--- src/rtl/x3_flow_sequencer.sv ---
// M-cycle/T-step sequencer for X=3 flow and stack opcodes (RET/RETcc/RETI, POP, PUSH, JP, CALL, RST).
// Define X3_INT_DISPATCH_EN to add interrupt dispatch; o_Vector carries the target during LD_PC_VEC.
module x3_flow_sequencer #(
  parameter int STEPS_PER_MCYCLE = 4,
  parameter int STROBE_STEP      = 2,
  parameter int MAX_MCYCLES      = 6
) (
  input  logic       i_Clk,
  input  logic       i_Reset,
  input  logic       i_Start,
  input  logic [7:0] i_Opcode,
  input  logic [3:0] i_Conditions,
  input  logic       i_Bus_Ready,
  input  logic       i_Int_Req,
  input  logic [2:0] i_Int_Vector,
  output logic       o_Busy,
  output logic       o_Done,
  output logic       o_Illegal,
  output logic [3:0] o_Uop,
  output logic       o_Bus_Strobe,
  output logic [2:0] o_MCycle,
  output logic       o_EI,
  output logic       o_DI,
  output logic       o_Int_Ack,
  output logic [7:0] o_Vector
);
  localparam int SW = $clog2(STEPS_PER_MCYCLE);
  localparam int MW = $clog2(MAX_MCYCLES + 1);
  localparam logic [SW-1:0] LAST_STEP = SW'(STEPS_PER_MCYCLE - 1);
  localparam logic [SW-1:0] STROBE_AT = SW'(STROBE_STEP);

  localparam logic [3:0] UOP_IDLE     = 4'd0;
  localparam logic [3:0] UOP_INTERNAL = 4'd1;
  localparam logic [3:0] UOP_RD_PC_Z  = 4'd2;
  localparam logic [3:0] UOP_RD_PC_W  = 4'd3;
  localparam logic [3:0] UOP_RD_SP_Z  = 4'd4;
  localparam logic [3:0] UOP_RD_SP_W  = 4'd5;
  localparam logic [3:0] UOP_SP_DEC   = 4'd6;
  localparam logic [3:0] UOP_WR_HI    = 4'd7;
  localparam logic [3:0] UOP_WR_LO    = 4'd8;
  localparam logic [3:0] UOP_LD_PC_WZ = 4'd9;
  localparam logic [3:0] UOP_LD_PC_HL = 4'd10;
  localparam logic [3:0] UOP_LD_PC_VEC= 4'd11;
  localparam logic [3:0] UOP_WR_RR_HI = 4'd12;
  localparam logic [3:0] UOP_WR_RR_LO = 4'd13;

  typedef enum logic [1:0] {S_IDLE, S_RUN, S_DONE, S_ILL} state_t;
  typedef enum logic [3:0] {C_RET, C_RETCC, C_POP, C_PUSH, C_JP, C_JPHL,
                            C_CALL, C_RST, C_INT, C_ILL} cls_t;

  state_t          state, state_n;
  cls_t            cls, cls_n;
  logic [SW-1:0]   step, step_n;
  logic [MW-1:0]   mc, mc_n;
  logic            taken, taken_n;
  logic [7:0]      op_q, op_n;
  logic [7:0]      vec_q, vec_n;
  logic [3:0]      uop;
  logic            mem, strobe;

  function automatic cls_t decode(input logic [7:0] op);
    cls_t c;
    c = C_ILL;
    if (op[7:6] == 2'b11) begin
      case (op[2:0])
        3'd0: if (!op[5]) c = C_RETCC;
        3'd1: if (!op[3]) c = C_POP;
              else if (!op[5]) c = C_RET;
              else if (op[5:4] == 2'b10) c = C_JPHL;
        3'd2: if (!op[5]) c = C_JP;
        3'd3: if (op[5:3] == 3'b000) c = C_JP;
        3'd4: if (!op[5]) c = C_CALL;
        3'd5: if (!op[3]) c = C_PUSH;
              else if (op[5:4] == 2'b00) c = C_CALL;
        3'd7: c = C_RST;
        default: c = C_ILL;
      endcase
    end
    return c;
  endfunction

  function automatic logic [3:0] uop_of(input cls_t c, input int m, input logic tk);
    logic [3:0] u;
    u = UOP_INTERNAL;
    case (c)
      C_RET:   case (m) 0: u = UOP_RD_SP_Z; 1: u = UOP_RD_SP_W; 2: u = UOP_LD_PC_WZ; default: ; endcase
      C_RETCC: if (tk) case (m) 1: u = UOP_RD_SP_Z; 2: u = UOP_RD_SP_W; 3: u = UOP_LD_PC_WZ; default: ; endcase
      C_POP:   case (m) 0: u = UOP_RD_SP_Z; 1: u = UOP_RD_SP_W; default: ; endcase
      C_PUSH:  case (m) 0: u = UOP_SP_DEC; 1: u = UOP_WR_RR_HI; 2: u = UOP_WR_RR_LO; default: ; endcase
      C_JP:    case (m) 0: u = UOP_RD_PC_Z; 1: u = UOP_RD_PC_W; 2: if (tk) u = UOP_LD_PC_WZ; default: ; endcase
      C_JPHL:  u = UOP_LD_PC_HL;
      C_CALL:  case (m)
                 0: u = UOP_RD_PC_Z;
                 1: u = UOP_RD_PC_W;
                 2: if (tk) u = UOP_SP_DEC;
                 3: u = UOP_WR_HI;
                 4: u = UOP_WR_LO;
                 5: u = UOP_LD_PC_WZ;
                 default: ;
               endcase
      C_RST:   case (m) 0: u = UOP_SP_DEC; 1: u = UOP_WR_HI; 2: u = UOP_WR_LO; default: u = UOP_LD_PC_VEC; endcase
      C_INT:   case (m) 0: u = UOP_INTERNAL; 1: u = UOP_SP_DEC; 2: u = UOP_WR_HI; 3: u = UOP_WR_LO;
                 default: u = UOP_LD_PC_VEC; endcase
      default: u = UOP_IDLE;
    endcase
    return u;
  endfunction

  function automatic int last_mc(input cls_t c, input logic tk);
    case (c)
      C_RET:   return 3;
      C_RETCC: return tk ? 4 : 1;
      C_POP:   return 2;
      C_PUSH:  return 3;
      C_JP:    return tk ? 3 : 2;
      C_CALL:  return tk ? 5 : 2;
      C_RST:   return 3;
      C_INT:   return 4;
      default: return 0;
    endcase
  endfunction

  // M-cycle whose final step samples i_Conditions; -1 means never
  function automatic int cond_mc(input cls_t c);
    case (c)
      C_RETCC: return 0;
      C_JP, C_CALL: return 1;
      default: return -1;
    endcase
  endfunction

  function automatic logic is_mem(input logic [3:0] u);
    return (u inside {UOP_RD_PC_Z, UOP_RD_PC_W, UOP_RD_SP_Z, UOP_RD_SP_W,
                      UOP_WR_HI, UOP_WR_LO, UOP_WR_RR_HI, UOP_WR_RR_LO});
  endfunction

  always_comb begin
    state_n = state;
    cls_n   = cls;
    step_n  = step;
    mc_n    = mc;
    taken_n = taken;
    op_n    = op_q;
    vec_n   = vec_q;
    uop     = UOP_IDLE;
    mem     = 1'b0;
    strobe  = 1'b0;
    case (state)
      S_IDLE: begin
        step_n = '0;
        mc_n   = '0;
`ifdef X3_INT_DISPATCH_EN
        if (i_Int_Req) begin
          state_n = S_RUN;
          cls_n   = C_INT;
          vec_n   = {2'b01, i_Int_Vector, 3'b000};
        end else
`endif
        if (i_Start) begin
          op_n    = i_Opcode;
          cls_n   = decode(i_Opcode);
          vec_n   = {2'b00, i_Opcode[5:3], 3'b000};
          state_n = (decode(i_Opcode) == C_ILL) ? S_ILL : S_RUN;
        end
      end
      S_RUN: begin
        uop    = uop_of(cls, int'(mc), taken);
        mem    = is_mem(uop);
        strobe = mem && (step == STROBE_AT);
        if (strobe && !i_Bus_Ready) begin
          step_n = step;
        end else if (step != LAST_STEP) begin
          step_n = step + 1'b1;
        end else begin
          step_n = '0;
          // Unconditional forms (odd opcodes) are always taken
          if (int'(mc) == cond_mc(cls))
            taken_n = op_q[0] ? 1'b1 : i_Conditions[op_q[4:3]];
          if (int'(mc) == last_mc(cls, taken_n)) begin
            state_n = S_DONE;
            mc_n    = '0;
          end else begin
            mc_n = mc + 1'b1;
          end
        end
      end
      S_DONE:  state_n = S_IDLE;
      default: state_n = S_IDLE;
    endcase
  end

  always_ff @(posedge i_Clk or posedge i_Reset) begin
    if (i_Reset) begin
      state <= S_IDLE;
      cls   <= C_ILL;
      step  <= '0;
      mc    <= '0;
      taken <= 1'b0;
    end else begin
      state <= state_n;
      cls   <= cls_n;
      step  <= step_n;
      mc    <= mc_n;
      taken <= taken_n;
    end
  end

  always_ff @(posedge i_Clk) begin
    op_q  <= op_n;
    vec_q <= vec_n;
  end

`ifdef X3_INT_DISPATCH_EN
  logic ack;
  always_ff @(posedge i_Clk or posedge i_Reset) begin
    if (i_Reset) ack <= 1'b0;
    else         ack <= (state == S_IDLE) && i_Int_Req;
  end
  assign o_Int_Ack = ack;
  assign o_DI      = (state == S_DONE) && (cls == C_INT);
`else
  logic unused_int;
  assign unused_int = ^{i_Int_Req, i_Int_Vector};
  assign o_Int_Ack  = 1'b0;
  assign o_DI       = 1'b0;
`endif

  assign o_Busy       = (state == S_RUN) || (state == S_DONE);
  assign o_Done       = (state == S_DONE);
  assign o_Illegal    = (state == S_ILL);
  assign o_Uop        = uop;
  assign o_Bus_Strobe = strobe;
  assign o_MCycle     = 3'(mc);
  assign o_EI         = (state == S_DONE) && (cls == C_RET) && (op_q == 8'hD9);
  assign o_Vector     = (uop == UOP_LD_PC_VEC) ? vec_q : 8'h00;
endmodule

--- config.mk ---
export PLATFORM = sky130hd
export DESIGN_NAME = x3_flow_sequencer
export DESIGN_NICKNAME = d
export VERILOG_FILES = /design/src/rtl/x3_flow_sequencer.sv
export SDC_FILE = /design/constraint.sdc
export NUM_CORES = 1
export LEC_CHECK = 0
export CORE_UTILIZATION = 53
export DETAILED_ROUTE_END_ITERATION = 8
export GPL_ROUTABILITY_DRIVEN = 0
export HOLD_SLACK_MARGIN = 0.15
export PLACE_DENSITY = 0.81
export SYNTH_ARGS = -nofsm -noshare
export SYNTH_HDL_FRONTEND = slang
export SYNTH_SLANG_ARGS = --single-unit
export TNS_END_PERCENT = 100
--- constraint.sdc ---
create_clock -name i_Clk -period 3.7 [get_ports i_Clk]
set_input_delay 0.74 -clock i_Clk [delete_from_list [all_inputs] [get_ports i_Clk]]
set_output_delay 0.74 -clock i_Clk [all_outputs]
set_load 0.1 [all_outputs]
==> run_results.csv, run 1 <==
group,metric,value,unit
placement,dp_cells,327,
clock_network,root_buffer,"clkbuf_8",
pwr,p_seq_share,22.7,%
synth,async_flop_share,60.0,%
setup_path,critPathMaxStageDelay,0.53,ns
pwr,cellPowerDensity,681,mW/mm^2
floorplan,io-pin-count,42,
synth,yosys.cell_types.count,75,
synth,synth-edff-count,8,
timing,setup_ws,0.208,ns
synth,yosysSeqAreaShare,24.5,%
clock_network,cts.clk_slew.worst_paths,0.07,ns
timing,worstMarginPinSlew,0.978,ns
cells_and_area,antenna_cells,0,
floorplan,core-area,0.00400,mm^2
cells_and_area,postLayoutCoreUtil,67.9,%
clock_network,ctsResizeCount,0,
route,viasPerCell,6.21,
floorplan,die_w,66.6,um
route,detail-route-antenna-nets,0,
status,status,"finished, final reports clean",
cells_and_area,nNetsFinal,314,
cells_and_area,multi_input_area,0.00159,mm^2
route,dr_total_vias,2055,
synth,synth_seq_cells,20,
floorplan,start_util,55.4,%
route,drt-initial-drc-count,230,
synth,yosysWarnings,0,
timing,relSlewSlack,34.6,%
route,routed_wl,5220,um
floorplan,num_rows,23,
setup_path,end_kind,"primary output",
pwr,power_frac_clock,7.9,%
timing,fin_skew,0.00714,ns
cells_and_area,nFillCells,337,
pwr,p_comb_share,69.4,%
pwr,leakage,0.997,nW
clock_network,clockBufferDepth,2,
cells_and_area,final_cells,331,
setup_path,required,2.96,ns
setup_path,cp_max_fo,9,
pwr,finalPower,1.85,mW
synth,yosys.area.top_type,"dfrtp_1",
timing,fmax,286,MHz
timing,period_minus_slack,3.49,ns
synth,synth.top_cell.area_share,11.3,%
placement,portBuffers,30,
global_routing,grt.total_usage,24.8,%
floorplan,fp.dieH,66.6,um
timing,drv_slew,0,
cells_and_area,most-common-layout-cells,"17 x nand2_1, 16 x clkdlybuf4s50_1, 15 x nor2_1, 14 x a21oi_1, 13 x inv_1",
global_routing,grt_max_degree,24,
clock_network,cts_htree_levels,1,
clock_network,cts_tree,"built",
synth,synthCells,262,
timing,period_share,94.4,%
global_routing,antenna_found_initial,0,
timing,grt_setup_unrepaired,"false",
cells_and_area,final_common_cell,"nand2_1",
cells_and_area,final-seq-area,556,um^2
synth,synth_area_leaders,"dfrtp_1 11%, edfxtp_1 11%, ha_1 6.8%",
clock_network,cts_setup_buffers,0,
clock_network,clock_latency,0.26,ns
synth,syn_avg_cell_area,8.45,um^2
hold_path,hold_path_class,"reg -> reg",
setup_path,crit_chain,"inv_2 > ha_2 > nor4bb_1 > o21ai_0 > a31oi_2 > or2_1 > and2_4 > nand4_1 > buf_4 > nor2_4 > buf_12",
pwr,swShare,53.9,%
cells_and_area,drive_above_1_share,23.5,%
placement,pre_cts_slack,0.359,ns
synth,synthFlopType,"dfrtp_1",
pwr,vdd_drop_max,0.660,mV
clock_network,cts_sinks,20,
global_routing,grt_pass1_wl,8480,um
setup_path,worst_path_max_delay_cell,"dfrtp_4",
route,firstDrtPassIters,4,
timing,finalHoldViolCount,0,
global_routing,grt_pass1_vias,1785,
route,remaining_drc_errors,0,
run,maxCapViolCount,0,
clock_network,cts_inserted_buffers,3,
setup_path,crit_type,"reg -> out",
timing,setup_viol,0,
setup_path,arrival,2.75,ns
pwr,p_int,0.853,mW
placement,dp_hpwl,3940,um
route,wl_per_cell,15.8,um
synth,netlist_area,0.00221,mm^2
floorplan,die_area,0.00444,mm^2
global_routing,grt_overflow,0,
clock_network,ctsHoldBuffers,0,
pwr,switching_power,0.997,mW
cells_and_area,syn2layout_area_growth,22.7,%
setup_path,startpoint_type,"flip-flop",
path summary, 6_finish.rpt:
check / from / to / slack (ns) / depth (start not counted)
max: o_MCycle[0] / o_Vector[3] / 0.21 / 11
min in group asynchronous: i_Reset / cls[2] / 0.77 / 2
min reg2reg: step[0] / step[0] / 0.56 / 1
max in group asynchronous: i_Reset / o_MCycle[1] / 2.58 / 2
max reg2reg: cls[2] / state[0] / 0.57 / 8
min: step[0] / step[0] / 0.56 / 1
metrics by stage:
step	TNS [ns]	instance area, um^2	hold slack, ns
final	0	2720	0.560
after detailed placement	0	2650	0.548
after floorplan	-0.441	2350	0.510
after global routing	0	2720	0.581
after CTS	0	2690	0.563
after global placement	0	2650	0.544
synthesized netlist by cell type (all sizes together) (5+ instances only):
| cell type | instances |
|---|---|
| a21oi | 16 |
| buf | 18 |
| clkbuf | 9 |
| dfrtp | 10 |
| edfxtp | 8 |
| ha | 12 |
| inv | 15 |
| nand2 | 17 |
| nand2b | 5 |
| nand4 | 5 |
| nor2 | 18 |
| nor2b | 7 |
| nor3 | 11 |
| o211ai | 5 |
| o21ai | 10 |
| o31ai | 10 |
| or4 | 5 |
sequential cells by signal, summed over array words and instances, names as in the netlist:
| name | cells |
|---|---|
| cls | 4 |
| o_MCycle | 3 |
| op_q | 8 |
| state | 2 |
| step | 2 |
| taken | 1 |
routing by layer:
layer,routed length (um),track usage (%)
met1,2320,34.5
met2,2570,40.7
met3,251,1.37
met5,0,0
met4,77,8.24
logic make-up after synthesis:
kind of cell	count (synthesis)	synth area share [%]
DFF	20	24.5
xor gates and xnor gates	1	0.396
other	1	0.169
AOI/OAI and AO/OA	79	27.9
buffers and inverters	42	9.43
muxes	6	3.62
adders and majority gates	12	6.78
and+or+nand+nor	101	27.2
final cells by class:
type	count	area share (%)
clock buffer	4	1.66
inverter	15	2.16
multi-input combinational	206	58.3
sequential	20	20.4
tap	50	2.30
timing repair buffer	36	15.1
power by group through the flow:
stage               Combinational [mW]  Sequential [mW]  Clock, mW
detailed placement                1.26            0.422          0
global route                      1.39            0.432      0.156
finish                            1.28            0.420      0.146
global placement                  1.24            0.415          0
CTS                               1.27            0.416      0.147
floorplan                         1.02            0.408          0
worst max-delay path: cells and delay by family (launching register included):
family                   cells  cell delay, ns
AO/OA/AOI/OAI                2            0.43
adder cells (fa/ha/maj)      1            0.25
buffers and inverters        3            0.50
flip-flops                   1            0.53
AND/OR/NAND/NOR              5            0.76
No activity file was read; power rests on OpenSTA's default activity.
==> run 2: changes to the inputs <==
--- a/config.mk
+++ b/config.mk
@@ -7,2 +7,3 @@
 export LEC_CHECK = 0
+export CORE_MARGIN = 5
 export CORE_UTILIZATION = 53
--- a/constraint.sdc
+++ b/constraint.sdc
@@ -3,2 +3,2 @@
 set_output_delay 0.74 -clock i_Clk [all_outputs]
-set_load 0.1 [all_outputs]
+set_load 0.05 [all_outputs]
==> run 2 against run 1 <==
Die area grew 25%. Hold slack improved by 0.0034 ns. Power decreased by 6.2%. Register-to-register slack better by 0.04 ns. Combinational power shrank 10%. Critical path type unchanged.
==> run_results.csv, run 2 (same netlist as run 1, synthesis figures left out) <==
group,metric,value,unit
status,status,"finished, final reports clean",
setup_path,critPathTopFamily,"simple AND/OR/NAND/NOR gates",
floorplan,die_area,0.00557,mm^2
route,viasPerCell,6.29,
route,firstDrtPassIters,4,
cells_and_area,drive_above_1_share,19.9,%
timing,fmax,286,MHz
clock_network,clockBufferDepth,2,
route,routed_wl,5630,um
setup_path,required,2.96,ns
global_routing,grt_pass1_vias,1930,
floorplan,start_util,55.0,%
clock_network,cts_htree_levels,1,
timing,setup_viol,0,
timing,worstMarginPinSlew,0.573,ns
cells_and_area,most-common-layout-cells,"22 x clkdlybuf4s50_1, 17 x nand2_1",
timing,drv_slew,0,
route,detail-route-antenna-nets,0,
floorplan,num_rows,23,
pwr,leakage,0.999,nW
cells_and_area,syn2layout_area_growth,20.4,%
cells_and_area,final_cells,336,
cells_and_area,nNetsFinal,319,
hold_path,hp-start,"step[0]",
setup_path,timing.rr.end,"o_MCycle[1]",
pwr,cellPowerDensity,651,mW/mm^2
timing,period_share,94.6,%
timing,grt_setup_unrepaired,"false",
placement,dp_cells,330,
global_routing,antenna_found_initial,0,
clock_network,cts.clk_slew.worst_paths,0.07,ns
timing,relSlewSlack,61.5,%
cells_and_area,final_common_cell,"clkdlybuf4s50_1",
setup_path,startpoint_type,"flip-flop",
pwr,vdd_drop_max,0.548,mV
global_routing,grt.total_usage,20.9,%
placement,dp_hpwl,4030,um
floorplan,die_w,74.6,um
setup_path,end_kind,"primary output",
floorplan,core-area,0.00403,mm^2
floorplan,fp.dieH,74.6,um
setup_path,critPathBufInv,3,
cells_and_area,multi_input_area,0.00153,mm^2
global_routing,grt_pass1_wl,9160,um
global_routing,grt_max_degree,24,
placement,portBuffers,30,
cells_and_area,final-seq-area,549,um^2
clock_network,ctsHoldBuffers,0,
hold_path,worstHoldPathCells,1,
timing,fin_skew,0.00503,ns
clock_network,cts_inserted_buffers,3,
route,wl_per_cell,16.8,um
timing,fin_setup_tns,0,ns
setup_path,crit_type,"reg -> out",
pwr,finalPower,1.74,mW
cells_and_area,top_register,"op_q",
clock_network,clock_latency,0.26,ns
cells_and_area,largest_reg_flops,8,
setup_path,r2r-start,"o_MCycle[1]",
setup_path,arrival,2.76,ns
clock_network,root_buffer,"clkbuf_8",
run,maxCapViolCount,0,
global_routing,grt_overflow,0,
setup_path,cp_max_fo,18,
timing,period_minus_slack,3.50,ns
clock_network,cts_tree,"built",
setup_path,worst_path_max_delay_cell,"dfrtp_4",
timing,finalHoldViolCount,0,
setup_path,r2r_setup_slack,0.61,ns
route,drt-initial-drc-count,246,
hold_path,hold_path_class,"reg -> reg",
cells_and_area,antenna_cells,0,
hold_path,hold_path_end,"step[0]",
route,remaining_drc_errors,0,
setup_path,critPathMaxStageDelay,0.58,ns
clock_network,cts_sinks,20,
floorplan,io-pin-count,42,
route,dr_total_vias,2114,
setup_path,crit_chain,"inv_1 > ha_2 > nor4bb_1 > o21ai_0 > a31oi_2 > or2_1 > and2_4 > nand4_1 > buf_4 > nor2_4 > buf_12",
setup_path,ff2ff_path_depth,10,
cells_and_area,nFillCells,338,
## run 2: changes by cell type in the layout (fill, tap and decap cells not counted), sizes merged
cell / previous run / this run
clkdlybuf4s50: 16 / 22
buf: 20 / 19
## run 2: what timing repair did
action,4_1_cts,5_1_grt
hold endpoints to repair,0,0
gates resized for setup,0,4
setup buffers,0,2
setup endpoints to repair,0,4
## run 2: final cells by class
cell class / count / area share [%]
Multi-Input combinational cell: 206 / 57.4
Sequential cell: 20 / 20.6
Timing Repair Buffer: 41 / 15.5
Tap cell: 50 / 2.35
Inverter: 15 / 2.11
Clock buffer: 4 / 2.06
## run 2: how the worst max path moves through the flow
stage                      startpoint           end  cells after the start
after floorplan           o_MCycle[2]  o_Bus_Strobe                      9
after global placement    o_MCycle[1]  o_Bus_Strobe                      8
after detailed placement  o_MCycle[1]  o_Bus_Strobe                      8
after CTS                 o_MCycle[1]   o_Vector[3]                     11
after global routing      o_MCycle[1]   o_Vector[3]                     11
final                     o_MCycle[1]   o_Vector[3]                     11
## run 2: where the power goes
group	internal (mW)	leakage, nW	switching [mW]
combinational	0.478	0.749	0.676
clock	0.0947	0.0288	0.0690
sequential	0.307	0.222	0.111
## run 2: layer usage
metal	routed length, um	track usage (%)	up-vias	share of wire, %
met2	2830	37.1	63	50
met4	36	3.95	0	0.64
met5	0	0	-	0
met3	268	1.60	4	4.8
li1	-	-	1026	-
met1	2490	28.0	1021	44
## run 2: metrics by stage
step           hold slack (ns)  util [%]  setup slack [ns]  area, um^2
6_report                 0.563      66.2             0.198        2670
5_1_grt                  0.592      66.2            0.0280        2670
4_1_cts                  0.566      65.2            0.0882        2630
3_5_place_dp             0.546      63.9             0.394        2570
3_3_place_gp             0.543      63.9             0.404        2570
2_1_floorplan            0.510         -            0.0310        2270
## run 2: worst reg2reg max path: cells and delay by family, from the launching register on
| kind | cells | cell delay, ns |
|---|---|---|
| adder cells (fa/ha/maj) | 1 | 0.34 |
| AO/OA/AOI/OAI | 4 | 0.84 |
| AND/OR/NAND/NOR | 3 | 0.88 |
| buffers and inverters | 2 | 0.31 |
| flip-flops | 1 | 0.58 |
==> run 3: changes to the inputs <==
Settings changed: ABC_AREA set to 1, CORE_UTILIZATION 53 to 52.
==> run 3 against run 2 <==
Critical path type unchanged. Sequential cell count unchanged. Critical endpoint is now o_Uop[1]. Synthesized cell count increased by 16%. Setup slack improved by 0.0064 ns. Clock skew increased by 0.0012 ns. Global-route usage decreased by 2.4 points. Clock power decreased by 14%. Routed wire length decreased by 22%.
==> run_results.csv, run 3 <==
group,metric,value,unit
global_routing,grt_overflow,0,
hold_path,hold_path_class,"reg -> reg",
pwr,vdd_drop_max,0.528,mV
setup_path,required,2.96,ns
synth,async_flop_share,60.0,%
timing,setup_viol,0,
cells_and_area,syn2layout_area_growth,17.8,%
synth,synth_area_leaders,"nand2_1 17%, dfrtp_1 13%, edfxtp_1 12%",
cells_and_area,final_common_cell,"nand2_1",
clock_network,ctsHoldBuffers,0,
pwr,finalPower,1.60,mW
timing,worstMarginPinSlew,0.504,ns
global_routing,grt_pass1_wl,7720,um
status,status,"finished, final reports clean",
timing,relSlewSlack,66.3,%
route,remaining_drc_errors,0,
setup_path,worst_path_max_delay_cell,"clkdlybuf4s50_1",
setup_path,startpoint_type,"flip-flop",
floorplan,die_area,0.00512,mm^2
route,detail-route-antenna-nets,0,
synth,synth_seq_cells,20,
synth,yosysSeqAreaShare,27.6,%
synth,synth_most_common_cell,"nand2_1",
cells_and_area,nNetsFinal,368,
timing,period_share,94.5,%
synth,synthFlopType,"dfrtp_1",
route,drt-initial-drc-count,176,
floorplan,num_rows,22,
clock_network,ctsResizeCount,0,
timing,fmax,286,MHz
timing,period_minus_slack,3.50,ns
timing,finalHoldViolCount,0,
synth,yosys-top-cells-count,"91 x nand2_1, 42 x inv_1, 34 x nand3_1",
clock_network,cts_sinks,20,
cells_and_area,largest_reg_flops,8,
pwr,leakage,1.18,nW
clock_network,cts.clk_slew.worst_paths,0.07,ns
placement,pre_cts_slack,0.558,ns
route,routed_wl,4420,um
setup_path,end_kind,"primary output",
setup_path,cp_max_fo,7,
synth,synth-edff-count,8,
floorplan,fp.dieH,71.5,um
synth,netlist_area,0.00197,mm^2
clock_network,root_buffer,"clkbuf_8",
run,maxCapViolCount,0,
setup_path,crit_chain,"inv_1 > ha_1 > o21ai_0 > nand2_1 > nand2_1 > nand2_1 > nand3_1 > nand2_1 > inv_1 > clkdlybuf4s50_1",
cells_and_area,postLayoutCoreUtil,63.3,%
timing,setup_ws,0.205,ns
cells_and_area,nFillCells,324,
placement,portBuffers,30,
floorplan,start_util,53.8,%
cells_and_area,top_register,"op_q",
cells_and_area,antenna_cells,0,
synth,syn_avg_cell_area,6.47,um^2
setup_path,critPathMaxStageDelay,0.81,ns
global_routing,grt_max_degree,13,
cells_and_area,most-common-layout-cells,"91 x nand2_1, 42 x inv_1, 34 x nand3_1, 26 x clkdlybuf4s50_1, 22 x nor2_1",
placement,dp_hpwl,3670,um
global_routing,antenna_found_initial,0,
clock_network,clock_latency,0.25,ns
floorplan,io-pin-count,42,
route,firstDrtPassIters,4,
synth,yosys.area.top_type,"nand2_1",
clock_network,cts_htree_levels,1,
setup_path,crit_path_frequent_cell,"nand2_1",
setup_path,crit_type,"reg -> out",
cells_and_area,drive_above_1_share,11.3,%
timing,fin_skew,0.00623,ns
clock_network,clockBufferDepth,2,
global_routing,grt.total_usage,18.4,%
clock_network,cts_setup_buffers,0,
synth,synthCells,304,
timing,grt_setup_unrepaired,"false",
timing,drv_slew,0,
clock_network,cts_tree,"built",
route,wl_per_cell,11.5,um
route,dr_total_vias,1954,
setup_path,critPathBufInv,3,
floorplan,core-area,0.00366,mm^2
global_routing,grt_pass1_vias,1781,
route,viasPerCell,5.10,
pwr,cellPowerDensity,689,mW/mm^2
synth,yosys.cell_types.count,35,
clock_network,cts_inserted_buffers,3,
synth,yosysWarnings,0,
synth,synth.top_cell.area_share,17.4,%
timing,fin_setup_tns,0,ns
setup_path,arrival,2.76,ns
setup_path,critPathTopFamily,"buffers and inverters",
floorplan,die_w,71.5,um
[run 3: cell types whose count changed after synthesis, sizes merged, moves of 7 or more]
| cell | delta |
|---|---|
| a21oi | -9 |
| buf | -10 |
| clkbuf | -8 |
| inv | +30 |
| nand2 | +81 |
| nand3 | +34 |
| nor2 | +17 |
| nor2b | -7 |
| nor3 | -7 |
| o21ai | +8 |
| o31ai | -8 |
[run 3: routing by layer]
metal  share of wire (%)  routed length, um  vias up  GRT usage (%)
li1                    -                  -     1033              -
met1                  49               2160      871           27.3
met2                  46               2030       44           28.4
met3                 3.9                171        6           2.10
met4                 1.2                 55        0           4.80
met5                   0                  0        -              0
[run 3: path summary, 6_finish.rpt]
check	startpoint	to	slack (ns)	cells past startpoint
setup / recovery	o_MCycle[0]	o_Uop[1]	0.20	10
hold / removal	state[0]	state[0]	0.54	2
setup reg to reg	o_MCycle[1]	state[1]	1.32	16
hold reg to reg	state[0]	state[0]	0.54	2
max in group asynchronous	i_Reset	cls[0]	2.53	2
min in group asynchronous	i_Reset	state[0]	0.81	2
[run 3: final cells by class]
| class | count | area [um^2] | share of cell area [%] |
|---|---|---|---|
| repair buffers | 30 | 290 | 12.5 |
| flip-flops and latches | 20 | 543 | 23.4 |
| inverters | 45 | 169 | 7.29 |
| multi-input cells | 236 | 1210 | 52.2 |
| clock buffers | 3 | 41.3 | 1.78 |
| well taps | 48 | 60.1 | 2.59 |
| clock inverters | 1 | 3.75 | 0.162 |
[run 3: cells by family (layout without fill, tap and decap cells)]
family | count (synthesis) | count (layout) | synth area share (%)
flops | 20 | 20 | 27.6
compound gates | 33 | 33 | 9.66
buf+inv | 54 | 79 | 12.5
simple gates | 184 | 184 | 42.4
other cells | 1 | 7 | 0.191
fa+ha+maj | 12 | 12 | 7.63
[run 3: where the power goes]
group / switching, mW / leakage (nW) / internal, mW
Clock: 0.0673 / 0.0231 / 0.0738
Combinational: 0.716 / 0.931 / 0.349
Sequential: 0.0804 / 0.223 / 0.310
[run 3: tightest hold or removal path, cell delays in order (launching register included)]
cell and delay (ns):
dfrtp_1 0.40, nand2_1 0.07, nand2_1 0.04
[run 3: through the flow]
stage               instance area [um^2]  std cells  hold WS [ns]
global placement                    2270        379         0.518
CTS                                 2320        383         0.546
detailed placement                  2270        379         0.530
global route                        2320        383         0.598
floorplan                           2000        310         0.489
finish                              2320        383         0.544
